**config.mk**
```make
export PLATFORM = sky130hd
export DESIGN_NAME = hmmm_program_loader
export DESIGN_NICKNAME = d
export VERILOG_FILES = /design/src/rtl/hmmm_program_loader_pkg.sv /design/src/rtl/hmmm_word_packer.sv /design/src/rtl/hmmm_program_loader.sv
export SDC_FILE = /design/constraint.sdc
export NUM_CORES = 1
export LEC_CHECK = 0
export ABC_CLOCK_PERIOD_IN_PS = 2000
export CORE_ASPECT_RATIO = 0.6
export CORE_MARGIN = 10
export CORE_UTILIZATION = 54
export DETAILED_ROUTE_END_ITERATION = 8
export PLACE_DENSITY = 0.8
export SYNTH_ARGS = -nofsm -noshare
export SYNTH_HDL_FRONTEND = slang
export SYNTH_SLANG_ARGS = --single-unit
```
**constraint.sdc**
```tcl
create_clock -name clk -period 2 [get_ports clk]
set_input_delay 0.6 -clock clk [delete_from_list [all_inputs] [get_ports clk]]
set_output_delay 0.6 -clock clk [all_outputs]
set_load 0.01 [all_outputs]
```
**src/rtl/hmmm_program_loader_pkg.sv**
```systemverilog
// rtl/hmmm_program_loader_pkg.sv - shared widths and state encodings for the hmmm program loader
package hmmm_program_loader_pkg;

    localparam int HMMM_ADDR_W = 8;
    localparam int HMMM_DATA_W = 16;

    typedef enum logic [3:0] {
        S_IDLE = 4'd0,
        S_LEN  = 4'd1,
        S_HI   = 4'd2,
        S_LO   = 4'd3,
        S_ADDR = 4'd4,
        S_DATA = 4'd5,
        S_CSUM = 4'd6,
        S_DONE = 4'd7,
        S_ERR  = 4'd8
    } state_t;

endpackage

```
**src/rtl/hmmm_word_packer.sv**
```systemverilog
// rtl/hmmm_word_packer.sv - HI/LO byte capture into a bus word plus running XOR checksum
module hmmm_word_packer
    import hmmm_program_loader_pkg::*;
#(
    parameter int DATA_W = HMMM_DATA_W
) (
    input  logic              clk,
    input  logic              rst,
    input  logic              clear,
    input  logic              byte_strobe,
    input  logic              hi_strobe,
    input  logic              lo_strobe,
    input  logic [7:0]        in_byte,
    output logic [DATA_W-1:0] word,
    output logic [7:0]        csum
);

    logic [7:0] r_hi;
    logic [7:0] r_lo;
    logic [7:0] r_csum;

    always_ff @(posedge clk) begin
        if (!rst) begin
            r_hi   <= 8'd0;
            r_lo   <= 8'd0;
            r_csum <= 8'd0;
        end else if (clear) begin
            r_hi   <= 8'd0;
            r_lo   <= 8'd0;
            r_csum <= 8'd0;
        end else begin
            if (hi_strobe)   r_hi   <= in_byte;
            if (lo_strobe)   r_lo   <= in_byte;
            if (byte_strobe) r_csum <= r_csum ^ in_byte;
        end
    end

    assign word = DATA_W'({r_hi, r_lo});
    assign csum = r_csum;

endmodule

```
**src/rtl/hmmm_program_loader.sv**
```systemverilog
// rtl/hmmm_program_loader.sv - streams a length/word/checksum frame into core RAM over the shared bus
module hmmm_program_loader
    import hmmm_program_loader_pkg::*;
#(
    parameter int ADDR_W = HMMM_ADDR_W,
    parameter int DATA_W = HMMM_DATA_W
) (
    input  logic              clk,
    input  logic              rst,
    input  logic              start,
    input  logic [7:0]        in_data,
    input  logic              in_valid,
    output logic              in_ready,
    output logic [DATA_W-1:0] bus_out,
    output logic              bus_oe,
    output logic              pgrm_addr,
    output logic              pgrm_data,
    output logic              cpu_hold,
    output logic              done,
    output logic              error,
    output logic [ADDR_W:0]   words_loaded
);

    state_t            r_state;
    state_t            w_next;
    logic [ADDR_W-1:0] r_addr;
    logic [ADDR_W:0]   r_words;
    logic [ADDR_W:0]   r_len;
    logic              w_xfer;
    logic              w_clear;
    logic              w_last;
    logic [DATA_W-1:0] w_word;
    logic [7:0]        w_csum;

    assign w_xfer  = in_valid & in_ready;
    assign w_clear = start & ((r_state == S_IDLE) | (r_state == S_DONE) | (r_state == S_ERR));
    assign w_last  = (r_words + 1'b1) == r_len;

    hmmm_word_packer #(.DATA_W(DATA_W)) u_packer (
        .clk         (clk),
        .rst         (rst),
        .clear       (w_clear),
        .byte_strobe (w_xfer & ((r_state == S_LEN) | (r_state == S_HI) | (r_state == S_LO))),
        .hi_strobe   (w_xfer & (r_state == S_HI)),
        .lo_strobe   (w_xfer & (r_state == S_LO)),
        .in_byte     (in_data),
        .word        (w_word),
        .csum        (w_csum)
    );

    always_ff @(posedge clk) begin
        if (!rst) begin
            r_state <= S_IDLE;
            r_addr  <= '0;
            r_words <= '0;
            r_len   <= '0;
        end else begin
            r_state <= w_next;
            if (w_clear) begin
                r_addr  <= '0;
                r_words <= '0;
            end
            // A zero length byte stands for a full 256-word image.
            if (w_xfer && r_state == S_LEN) begin
                r_len <= (in_data == 8'd0) ? (ADDR_W+1)'(256) : (ADDR_W+1)'(in_data);
            end
            if (r_state == S_DATA) begin
                r_addr  <= r_addr + 1'b1;
                r_words <= r_words + 1'b1;
            end
        end
    end

    always_comb begin
        w_next    = r_state;
        in_ready  = 1'b0;
        bus_oe    = 1'b0;
        bus_out   = '0;
        pgrm_addr = 1'b0;
        pgrm_data = 1'b0;
        case (r_state)
            S_IDLE: if (start) w_next = S_LEN;
            S_LEN: begin
                in_ready = 1'b1;
                if (w_xfer) w_next = S_HI;
            end
            S_HI: begin
                in_ready = 1'b1;
                if (w_xfer) w_next = S_LO;
            end
            S_LO: begin
                in_ready = 1'b1;
                if (w_xfer) w_next = S_ADDR;
            end
            S_ADDR: begin
                bus_oe    = 1'b1;
                bus_out   = DATA_W'(r_addr);
                pgrm_addr = 1'b1;
                w_next    = S_DATA;
            end
            S_DATA: begin
                bus_oe    = 1'b1;
                bus_out   = w_word;
                pgrm_data = 1'b1;
                w_next    = w_last ? S_CSUM : S_HI;
            end
            S_CSUM: begin
                in_ready = 1'b1;
                if (w_xfer) w_next = (in_data == w_csum) ? S_DONE : S_ERR;
            end
            S_DONE, S_ERR: if (start) w_next = S_LEN;
            default: w_next = S_IDLE;
        endcase
    end

    assign cpu_hold     = (r_state != S_DONE);
    assign done         = (r_state == S_DONE);
    assign error        = (r_state == S_ERR);
    assign words_loaded = r_words;

endmodule

```
==> flow_summary.toml, run 1 <==
[placement]
post-place-cells = 471
gp_congestion = 0.900
dp_hpwl_um = 5920
portBuffers = 43

[cts]
cts_tree = "yes"
numClockSinks = 54
clk_latency_ps = 320
htreeDepth = 2
cts_hold_buf = 0
cts-root-buf = "clkbuf_8"
cts_buffers = 5
cts_buffer_depth = 2
clk_pin_slew_worst_paths_ps = 100

[floorplan]
dieWidth_um = 115
io_pins = 44
num_rows = 20
die_area_sq_um = 8850
start_util_pct = 56.7
core_sq_um = 5150
die_h_um = 77.0

[yosys]
synth-warning-count = 0
syn-num-nets = 354
yosysSeqAreaShare_pct = 37.0
async_reset_ff_share_pct = 0
synth_common_cells = "54 x dfxtp_1, 41 x nor2_1, 24 x mux2i_1"
synth_edf_count = 0
yosysMostFrequentCell = "dfxtp_1"
yosysTopAreaCellShare_pct = 37.0
synth_top_area_cell = "dfxtp_1"
syn_area_sq_um = 2920
synth_cell_types = 56
synthTopCellsByArea = "dfxtp_1 37%, mux2i_1 8.2%, xor2_1 6.6%"
synth_flop_cell = "dfxtp_1"
syn_inst = 340
yosys_register_bits = 54
syn_avg_cell_area_sq_um = 8.59

[drt]
drc = 0
antenna_left = 0
wl_um = 8380
drt_pass1_iterations = 4
wl_per_cell_um = 17.3
dr_total_vias = 2729
viasPerCell = 5.64
drt_iter0_drc = 214

[critical_path]
crit_type = "flop to output pin"
crit_buf_inv = 3
cp-end-kind = "output pin"
worstSetupStartpointType = "flop"
crit_arrival_ps = 1450
cp_max_fo = 9
crit_path_max_incr_delay_ps = 330
path_cells = "nand4bb_4 > inv_4 > buf_12 > a22o_1 > buf_2"
cpMaxStageDelayCell = "dfxtp_2"
critical_path_required_ps = 1400
crit_family = "buffers and inverters"

[layout]
antenna_cells = 0
nets = 431
syn_to_final_growth_pct = 31.5
fin_cells = 484
fillCellCount = 395
drive_gt1_share_pct = 24.4

[power_and_ir_drop]
swShare_pct = 35.7
switchingPower_uw = 1130
seq_power_share_pct = 39.4
power_frac_clock_pct = 20.9
cellPowerDensity_nw_per_um2 = 824
pwr-share-comb_pct = 39.7
cellLeakagePower_uw = 0.00167
vdd_ir_drop_max_v = 0.000409
internal_power_uw = 2040

[timing]
rsz0062_at_grt = "true"
hold_ws_ps = 489
tightest_slew_ps = 304
maxSlewHeadroom_pct = 79.5
slew_violations = 0
setup_viol = 8
skew_ps = 14.2
post-route-period-util_pct = 102
clock.fmax_ghz = 0.488
finalCriticalPeriod_ps = 2050
hold_viol = 0
setup_ws_ps = -49.0

[grt]
antenna_found_initial = 0
grt_overflow = 0
grt_max_degree = 29
grt_pass1_vias = 2603
grt_usage_pct = 18.2
grt_pass1_wl_um = 13200

[worst_hold_path]
hold_class = "flop to flop"

[run_status]
outcome = "finished with violations"
failed_checks = "negative setup slack"

[job]
max_cap_viol_count = 0
-- stage by stage --
stage | TNS [ps] | setup slack [ps] | power, uW | util [%] | cell area (sq um)
global route | -1160 | -103 | 3330 | 74.5 | 3840
floorplan | 0 | 39.1 | 1950 | - | 2920
global placement | -7250 | -260 | 2370 | 71.4 | 3680
detailed placement | -8320 | -327 | 2410 | 71.4 | 3680
CTS | -208 | -78.3 | 3090 | 73.2 | 3770
finish | -116 | -49.0 | 3170 | 74.5 | 3840
-- cells in the final DEF (no fill, tap or decap), types with 4 or more instances in the layout --
cell type,count
a21oi_1,14
a22o_1,8
and2_1,11
and3_1,4
buf_2,17
buf_4,44
buf_6,4
clkbuf_8,6
clkdlybuf4s50_1,17
dfxtp_1,47
dfxtp_2,5
inv_1,6
mux2i_1,24
nand2_1,21
nand3_1,9
nand4_1,4
nor2_1,41
nor2b_1,12
nor3_1,4
nor4_1,4
o21ai_0,12
o21ai_1,4
xnor2_1,8
xor2_1,22
-- layer usage --
| layer | share of wire (%) | wire, um | track usage, % | up-vias |
|---|---|---|---|---|
| li1 | - | - | - | 1347 |
| met1 | 46 | 3880 | 24.6 | 1275 |
| met2 | 44 | 3720 | 27.4 | 95 |
| met3 | 8.1 | 676 | 5.75 | 12 |
| met4 | 1.3 | 105 | 3.69 | 0 |
| met5 | 0 | 0 | 0 | - |
-- power by group through the flow --
| stage | combinational (uW) | sequential (uW) | clock [uW] |
|---|---|---|---|
| finish | 1260 | 1250 | 663 |
| global route | 1360 | 1260 | 710 |
| CTS | 1180 | 1250 | 665 |
| detailed placement | 1150 | 1260 | 0 |
| global placement | 1120 | 1250 | 0 |
| floorplan | 713 | 1240 | 0 |
-- final timing paths --
kind	cells past startpoint	start	slack, ps	to
setup / recovery	5	r_state[1]	-50	bus_out[1]
hold reg to reg	1	r_addr[5]	490	r_addr[5]
hold / removal	1	r_addr[5]	490	r_addr[5]
setup reg to reg	7	r_state[2]	170	r_state[1]
-- registers in the layout, indices dropped and copies added (netlist names) --
| name | cells |
|---|---|
| r_len | 9 |
| words_loaded | 9 |
| r_addr | 8 |
| u_packer.csum | 8 |
| u_packer.r_hi | 8 |
| u_packer.r_lo | 8 |
| r_state | 4 |
-- logic make-up (layout without fill, tap and decap cells) --
kind of cell    count (synthesis)  after routing  share of synthesized area [%]
compound gates                 64             64                           14.8
xor+xnor                       30             30                           9.00
fa+ha+maj                       2              2                          0.857
buf+inv                        30            108                           4.80
flops                          54             54                           37.0
mux                            25             25                           8.61
simple gates                  135            135                           24.9
-- worst register-to-register path: cells and delay by family (launching register included) --
kind                   cells  cell delay (ps)
AOI/OAI and AO/OA          4              730
buffers and inverters      2              290
DFF                        1              370
muxes                      1              340
-- area by class of cell --
type                    count  area, sq um  area share [%]
clock buffers               7         86.3            2.25
flip-flops and latches     54         1090            28.5
multi-input cells         256         1760            45.9
well taps                  66         82.6            2.15
clock inverters             1         8.76           0.228
inverters                   8         32.5           0.847
repair buffers             92          772            20.1
-- repair_timing --
action,CTS,global route
setup buffers,2,2
cloned,1,0
setup endpoints to repair,26,29
resized for setup,99,18
pin swaps,2,5
Note: power is estimated with default switching activity, not from simulation.
==> run 2, diff against run 1 <==
--- a/config.mk
+++ b/config.mk
@@ -9,6 +9,7 @@
 export CORE_ASPECT_RATIO = 0.6
 export CORE_MARGIN = 10
 export CORE_UTILIZATION = 54
+export CTS_CLUSTER_DIAMETER = 60
 export DETAILED_ROUTE_END_ITERATION = 8
 export PLACE_DENSITY = 0.8
 export SYNTH_ARGS = -nofsm -noshare
==> results of run 2 <==
Same layout as run 1: the final DEF is identical, and so are final timing and power.
